`src/rtl/cp0_timer.sv`:
```
// MIPS-style CP0 subset: BadVAddr, Count/Compare timer, Status, Cause and EPC.
// Reads are combinational; MTC0 writes, exception commit and ERET update on clk.
module cp0_timer #(
    parameter int HW_INT_N  = 6,
    parameter int COUNT_DIV = 2,
    parameter int TIMER_EN  = 1
) (
    input  logic                clk,
    input  logic                rst,
    input  logic [HW_INT_N-1:0] hint,
    input  logic [7:0]          raddr,
    output logic [31:0]         rdata,
    input  logic                wen,
    input  logic [7:0]          waddr,
    input  logic [31:0]         wdata,
    input  logic                mem_stall,
    input  logic                exp_en,
    input  logic                exp_badvaddr_en,
    input  logic [31:0]         exp_badvaddr,
    input  logic                exp_bd,
    input  logic [4:0]          exp_code,
    input  logic [31:0]         exp_epc,
    input  logic                eret,
    output logic [31:0]         epc_address,
    output logic                allow_interrupt,
    output logic [7:0]          interrupt_flag,
    output logic                timer_int
);

    // Register addresses as {reg[4:0], sel[2:0]}
    localparam logic [7:0] ADDR_BADVADDR = 8'h40;
    localparam logic [7:0] ADDR_COUNT    = 8'h48;
    localparam logic [7:0] ADDR_COMPARE  = 8'h58;
    localparam logic [7:0] ADDR_STATUS   = 8'h60;
    localparam logic [7:0] ADDR_CAUSE    = 8'h68;
    localparam logic [7:0] ADDR_EPC      = 8'h70;

    localparam int PW = (COUNT_DIV > 1) ? $clog2(COUNT_DIV) : 1;
    localparam logic [PW-1:0] PRESC_MAX = PW'(COUNT_DIV - 1);

    logic [31:0]   count_q, count_d;
    logic [PW-1:0] presc_q, presc_d;
    logic [31:0]   compare_q, compare_d;
    logic [7:0]    im_q, im_d;
    logic          exl_q, exl_d;
    logic          ie_q, ie_d;
    logic          bd_q, bd_d;
    logic          ti_q, ti_d;
    logic [1:0]    ip_sw_q, ip_sw_d;
    logic [5:0]    ip_hw_q, ip_hw_d;
    logic [4:0]    exc_code_q, exc_code_d;
    logic [31:0]   badvaddr_q, badvaddr_d;
    logic [31:0]   epc_q, epc_d;

    logic [5:0]    hint_pad;
    logic [31:0]   status_rd;
    logic [31:0]   cause_rd;
    logic          presc_wrap;
    logic          exp_commit;
    logic          eret_commit;

    // Widen hint to six lines; lines beyond HW_INT_N read as zero
    always_comb begin
        hint_pad = '0;
        hint_pad[HW_INT_N-1:0] = hint;
    end

    // Assemble architectural Status/Cause views (BEV hard-wired to 1, IP7 merges timer)
    always_comb begin
        status_rd = {9'b0, 1'b1, 6'b0, im_q, 6'b0, exl_q, ie_q};
        cause_rd  = {bd_q, ti_q, 14'b0, ip_hw_q[5] | ti_q, ip_hw_q[4:0], ip_sw_q,
                     1'b0, exc_code_q, 2'b0};
    end

    // Combinational MFC0 read mux; unmapped addresses read zero
    always_comb begin
        case (raddr)
            ADDR_BADVADDR: rdata = badvaddr_q;
            ADDR_COUNT:    rdata = count_q;
            ADDR_COMPARE:  rdata = compare_q;
            ADDR_STATUS:   rdata = status_rd;
            ADDR_CAUSE:    rdata = cause_rd;
            ADDR_EPC:      rdata = epc_q;
            default:       rdata = 32'h0;
        endcase
    end

    // Next state: timer, then MTC0, then exception/ERET so exception fields win
    always_comb begin
        count_d    = count_q;
        presc_d    = presc_q;
        compare_d  = compare_q;
        im_d       = im_q;
        exl_d      = exl_q;
        ie_d       = ie_q;
        bd_d       = bd_q;
        ti_d       = ti_q;
        ip_sw_d    = ip_sw_q;
        ip_hw_d    = hint_pad;
        exc_code_d = exc_code_q;
        badvaddr_d = badvaddr_q;
        epc_d      = epc_q;

        exp_commit  = exp_en & ~mem_stall;
        eret_commit = eret & ~mem_stall;
        presc_wrap  = (presc_q == PRESC_MAX);

        presc_d = presc_wrap ? '0 : presc_q + 1'b1;
        if (wen && waddr == ADDR_COUNT) begin
            // Loaded value holds for a full prescaler period; no match check this cycle
            count_d = wdata;
            presc_d = '0;
        end else if (presc_wrap) begin
            count_d = count_q + 32'd1;
            if (count_q == compare_q) begin
                ti_d = 1'b1;
            end
        end

        if (wen) begin
            case (waddr)
                ADDR_COMPARE: begin
                    compare_d = wdata;
                    ti_d      = 1'b0;
                end
                ADDR_STATUS: begin
                    im_d  = wdata[15:8];
                    exl_d = wdata[1];
                    ie_d  = wdata[0];
                end
                ADDR_CAUSE: ip_sw_d = wdata[9:8];
                ADDR_EPC:   epc_d   = wdata;
                default: ;
            endcase
        end

        if (TIMER_EN == 0) begin
            ti_d = 1'b0;
        end

        if (exp_commit) begin
            exl_d      = 1'b1;
            exc_code_d = exp_code;
            if (exp_badvaddr_en) begin
                badvaddr_d = exp_badvaddr;
            end
            // Nested exceptions keep the original return point
            if (!exl_q) begin
                epc_d = exp_epc;
                bd_d  = exp_bd;
            end
        end else if (eret_commit) begin
            exl_d = 1'b0;
        end
    end

    // Resettable CP0 state
    always_ff @(posedge clk) begin
        if (rst) begin
            count_q    <= '0;
            presc_q    <= '0;
            compare_q  <= '0;
            im_q       <= '0;
            exl_q      <= 1'b0;
            ie_q       <= 1'b0;
            bd_q       <= 1'b0;
            ti_q       <= 1'b0;
            ip_sw_q    <= '0;
            ip_hw_q    <= '0;
            exc_code_q <= '0;
        end else begin
            count_q    <= count_d;
            presc_q    <= presc_d;
            compare_q  <= compare_d;
            im_q       <= im_d;
            exl_q      <= exl_d;
            ie_q       <= ie_d;
            bd_q       <= bd_d;
            ti_q       <= ti_d;
            ip_sw_q    <= ip_sw_d;
            ip_hw_q    <= ip_hw_d;
            exc_code_q <= exc_code_d;
        end
    end

    // BadVAddr and EPC survive reset
    always_ff @(posedge clk) begin
        badvaddr_q <= badvaddr_d;
        epc_q      <= epc_d;
    end

    // Output views
    always_comb begin
        epc_address     = epc_q;
        allow_interrupt = (status_rd[2:0] == 3'b001);
        interrupt_flag  = im_q & cause_rd[15:8];
        timer_int       = ti_q;
    end

endmodule
```
`config.mk`:
```
export PLATFORM = sky130hd
export DESIGN_NAME = cp0_timer
export DESIGN_NICKNAME = d
export VERILOG_FILES = /design/src/rtl/cp0_timer.sv
export SDC_FILE = /design/constraint.sdc
export NUM_CORES = 1
export LEC_CHECK = 0
export ABC_AREA = 1
export CORE_MARGIN = 1
export CORE_UTILIZATION = 50
export CTS_CLUSTER_SIZE = 24
export DETAILED_ROUTE_END_ITERATION = 10
export GPL_TIMING_DRIVEN = 0
export PLACE_DENSITY = 0.81
export REMOVE_ABC_BUFFERS = 1
export SLEW_MARGIN = 10
export SYNTH_ARGS = -nofsm -noshare
export SYNTH_HDL_FRONTEND = slang
export SYNTH_SLANG_ARGS = --single-unit
```
`constraint.sdc`:
```
create_clock -name clk -period 2.8 [get_ports clk]
set_clock_uncertainty 0.1 [all_clocks]
set_input_delay 0.42 -clock clk [delete_from_list [all_inputs] [get_ports clk]]
set_output_delay 0.42 -clock clk [all_outputs]
set_load 0.01 [all_outputs]
```
==> run summary <==
TritonCTS built the clock tree. The biggest area contributor in the post-synthesis netlist is sky130_fd_sc_hd__dfxtp_1. The number of ports placed on the die boundary was 205.

The endpoint identified for the worst register-to-register timing path is count_q[22]. Entering global routing, the biggest net connects 67 pins. The worst endpoint data arrival time is 2300 ps, and the mean area per synthesized cell is 6.77 um2. The tools report the number of hold violations in the final report as 0. The source of the worst register-to-register timing path was count_q[0]. The number of global-route vias before repair is 8657, and the sum of net half-perimeters after detailed placement is 19000 um.

The number of placement rows is 46. In the synthesized netlist, the cells that appear most often are sky130_fd_sc_hd__nand2_1, sky130_fd_sc_hd__nor2_1, sky130_fd_sc_hd__dfxtp_1, sky130_fd_sc_hd__inv_1, sky130_fd_sc_hd__a21oi_1. The logs give 1 for the number of failing setup endpoints in the final timing report and 28700 um for the post-detailed-routing wire length. The number of antenna violations at the first check in global routing was 0.

The cell sitting at the root of the clock tree is a sky130_fd_sc_hd__clkbuf_16. The top-area cell type share of the netlist area works out to 30.0%. In the post-synthesis netlist, the cell with the most instances is sky130_fd_sc_hd__nand2_1. For this run, design rule violations remaining after detail routing come to 0. In the global route stage, met1 resource usage came out at 43.1%.

The placed instances occupy a cell area of 0.0104 mm2. The floorplan step set the die height to 130 um. In the global route stage, met2 resource usage came out at 57.7%. Counting distinct cell types in the post-synthesis netlist gives 31. The first TritonRoute pass finished after 5 iterations. The clock input transition at the sequential cells of the worst setup and hold paths came out at 60 ps.

The area growth from synthesis to layout was 39.6%. The checks that failed: setup timing. The run gives 1548 as the number of nets in the layout.

The final route contains 9177 vias. The worst hold path begins at bd_q. The most crowded layer after global routing is met2. The worst supply voltage drop on vdd is 0.420 mV.

The terminating pin of the worst hold path is bd_q. Counting instances, the worst hold path has a depth of 2. For this run, the total global-route usage over all layers was measured as 34.5%. The count of flip-flops with a built-in enable after synthesis works out to 32. Required time reported for the critical path endpoint: 2280 ps. Measured along the x axis, the die boundary spans 130 um. The worst hold margin is 367 ps.

For flop-to-flop paths, the worst setup slack is 620 ps. Number of H-tree levels: 4. The min-delay analysis places its worst path in the category reg2reg. The core region is 0.0159 mm2. Max-cap violations in this run came to 0.

The number of buffer cells added on primary ports is 204. At the end of routability-driven placement, the weighted congestion stood at 0.899. The highest net fanout along the worst path was 5; the starting utilization of the core area was 51.2%.

Global-route met3 utilization: 6.98%. The final clock period utilization by the worst path was 101%; the sum of overflow across all layers after global routing was 0. The post-route minimum period was 2820 ps; the leakage power figure was 0.00461 uW. The number of cells on the worst reg-to-reg path is 8.

The cell area after synthesis was 0.00814 mm2. Summing the sequential cell areas from Yosys gives 41.8% of the chip area. At the later pin of the worst-skew pair, clock insertion delay measures 430 ps. Final critical-path setup slack: -21.1 ps.

The number of max-slew violations in the final report was 0. After detailed routing, the number of vias per cell comes to 5.58. The repair_antennas step left the layout with diodes totalling 0. The detail route stage leaves a number of antenna-violating nets equal to 0. At the pin with the least slew margin, the transition time is 871 ps. Category of the most critical setup path: in2out.

The first global-routing pass estimated 44000 um of wire. The run gives 876 as the detailed router's first-iteration violation count. In this run, synthesis produced a sequential element count of 154. CTS buffer count: 17. STA classifies the critical path startpoint as an input pin. The power per cell area was 477 mW/mm2; the die area was 0.0168 mm2. The maximum buffer depth of the clock tree is 2, and the CTS sink count is 154. In the synthesized netlist the async set-or-reset flop fraction comes to 0%.

Summing all non-filler instances in the final layout gives an area of 0.0114 mm2. Setup repair after global routing could not meet its margin everywhere. The worst setup path is captured at a primary output.

The run finished, with violations left. Routed length per instance: 17.5 um. The achievable frequency was 354 MHz; the synthesis warning total was 0. In the synthesized netlist the dominant register cell turns out to be sky130_fd_sc_hd__dfxtp_1. The fraction of final layout cells with drive strength greater than 1 was 9.10%; the tightest slew margin relative to the limit was 41.8%.

By area the synthesized netlist is led by sky130_fd_sc_hd__dfxtp_1, sky130_fd_sc_hd__nand2_1, sky130_fd_sc_hd__edfxtp_1. In the synthesized netlist, the number of instances is 1202.
-- where the power goes --
group	leakage, uW	total [uW]	switching (uW)	internal [uW]
Sequential	0.00129	2470	84.9	2390
Clock	0.000271	2250	1000	1240
Combinational	0.00305	696	313	384
-- cells by family after synthesis --
family | Yosys count | share of synthesized area (%)
xor+xnor | 23 | 2.48
buf+inv | 182 | 8.76
simple gates | 595 | 29.8
flops | 154 | 41.8
fa+ha+maj | 1 | 0.154
compound gates | 247 | 17.0
-- state kept, by name (all words and copies together) (netlist names), 2 cells and up --
| register | cells |
|---|---|
| ip_sw_q | 2 |
| exc_code_q | 5 |
| ip_hw_q | 6 |
| count_q | 32 |
| epc_address | 32 |
| compare_q | 32 |
| badvaddr_q | 32 |
| im_q | 8 |
-- critical path, stage by stage --
cell and delay (ps):
sky130_fd_sc_hd__clkdlybuf4s50_1 450, sky130_fd_sc_hd__inv_1 60, sky130_fd_sc_hd__nand3_2 150, sky130_fd_sc_hd__inv_4 90, sky130_fd_sc_hd__nand2_4 180, sky130_fd_sc_hd__clkinvlp_4 210
sky130_fd_sc_hd__buf_4 180, sky130_fd_sc_hd__a21oi_1 180, sky130_fd_sc_hd__nand2_1 80, sky130_fd_sc_hd__dlygate4sd2_1 300
-- per-layer routing --
layer	wire length, um	vias to the layer above	share of wire, %
met2	13600	508	47
met3	2490	93	8.7
met5	0	-	0
li1	-	4364	-
met1	11700	4212	41
met4	959	0	3.3
-- worst max path at each step --
stage,depth (start not counted),end,from
after floorplan,6,epc_address[0],waddr[7]
final,10,rdata[15],raddr[2]
after CTS,10,rdata[26],raddr[1]
after global routing,11,rdata[5],raddr[1]
after detailed placement,8,rdata[28],raddr[5]
after global placement,6,epc_address[24],waddr[4]
-- cell usage in the layout, fill, tap and decap left out, types with 3 or more instances in the layout --
master                              n
sky130_fd_sc_hd__nand2_1          335
sky130_fd_sc_hd__clkdlybuf4s50_1  170
sky130_fd_sc_hd__nor2_1           145
sky130_fd_sc_hd__dfxtp_1          122
sky130_fd_sc_hd__inv_1            115
sky130_fd_sc_hd__a21oi_1           90
sky130_fd_sc_hd__o21ai_0           86
sky130_fd_sc_hd__nand3_1           76
sky130_fd_sc_hd__a31oi_1           33
sky130_fd_sc_hd__edfxtp_1          32
sky130_fd_sc_hd__buf_4             30
sky130_fd_sc_hd__dlygate4sd2_1     19
sky130_fd_sc_hd__clkbuf_16         17
sky130_fd_sc_hd__o2111ai_1         14
sky130_fd_sc_hd__xor2_1            13
sky130_fd_sc_hd__a22oi_1           11
sky130_fd_sc_hd__xnor2_1           10
sky130_fd_sc_hd__nor2_2            10
sky130_fd_sc_hd__clkinvlp_4         9
sky130_fd_sc_hd__o211ai_1           7
sky130_fd_sc_hd__nand2_2            7
sky130_fd_sc_hd__clkbuf_2           7
sky130_fd_sc_hd__o22ai_1            6
sky130_fd_sc_hd__nor3_4             5
sky130_fd_sc_hd__buf_12             5
sky130_fd_sc_hd__inv_2              4
sky130_fd_sc_hd__clkinv_1           4
sky130_fd_sc_hd__inv_6              4
sky130_fd_sc_hd__buf_16             4
sky130_fd_sc_hd__buf_6              4
sky130_fd_sc_hd__nand4_1            3
sky130_fd_sc_hd__clkinv_4           3
sky130_fd_sc_hd__buf_2              3
sky130_fd_sc_hd__clkdlybuf4s15_1    3
-- cell type report --
cell class              instances  area, um2
flip-flops and latches        154       3400
repair buffers                247       2450
clock inverters                14        136
clock buffers                  18        429
well taps                     216        270
repair inverters                3       22.5
fillers                      1325       4530
multi-input cells             867       4160
inverters                     126        490
-- through the flow --
step / util, % / total power [uW] / setup WS (ps) / setup TNS (ps) / cells
floorplan: - / 2730 / 10.8 / 0 / 1146
global placement: 64.3 / 3160 / -2220 / -233330 / 1566
detailed placement: 65.3 / 3180 / -1160 / -54050 / 1572
CTS: 71.3 / 5400 / 2.90 / 0 / 1636
global route: 71.5 / 5570 / -75.6 / -664 / 1645
finish: 71.5 / 5420 / -21.1 / -21.1 / 1645
-- what timing repair did --
action                     CTS  global route
hold buffers                 0             0
gates resized for setup     84            11
gates cloned                 4             1
buffers inserted            28             8
pin swaps                    6             4
hold endpoints to repair     0             0
setup endpoints to repair   58            52
Power figures use the tool's default switching activity.
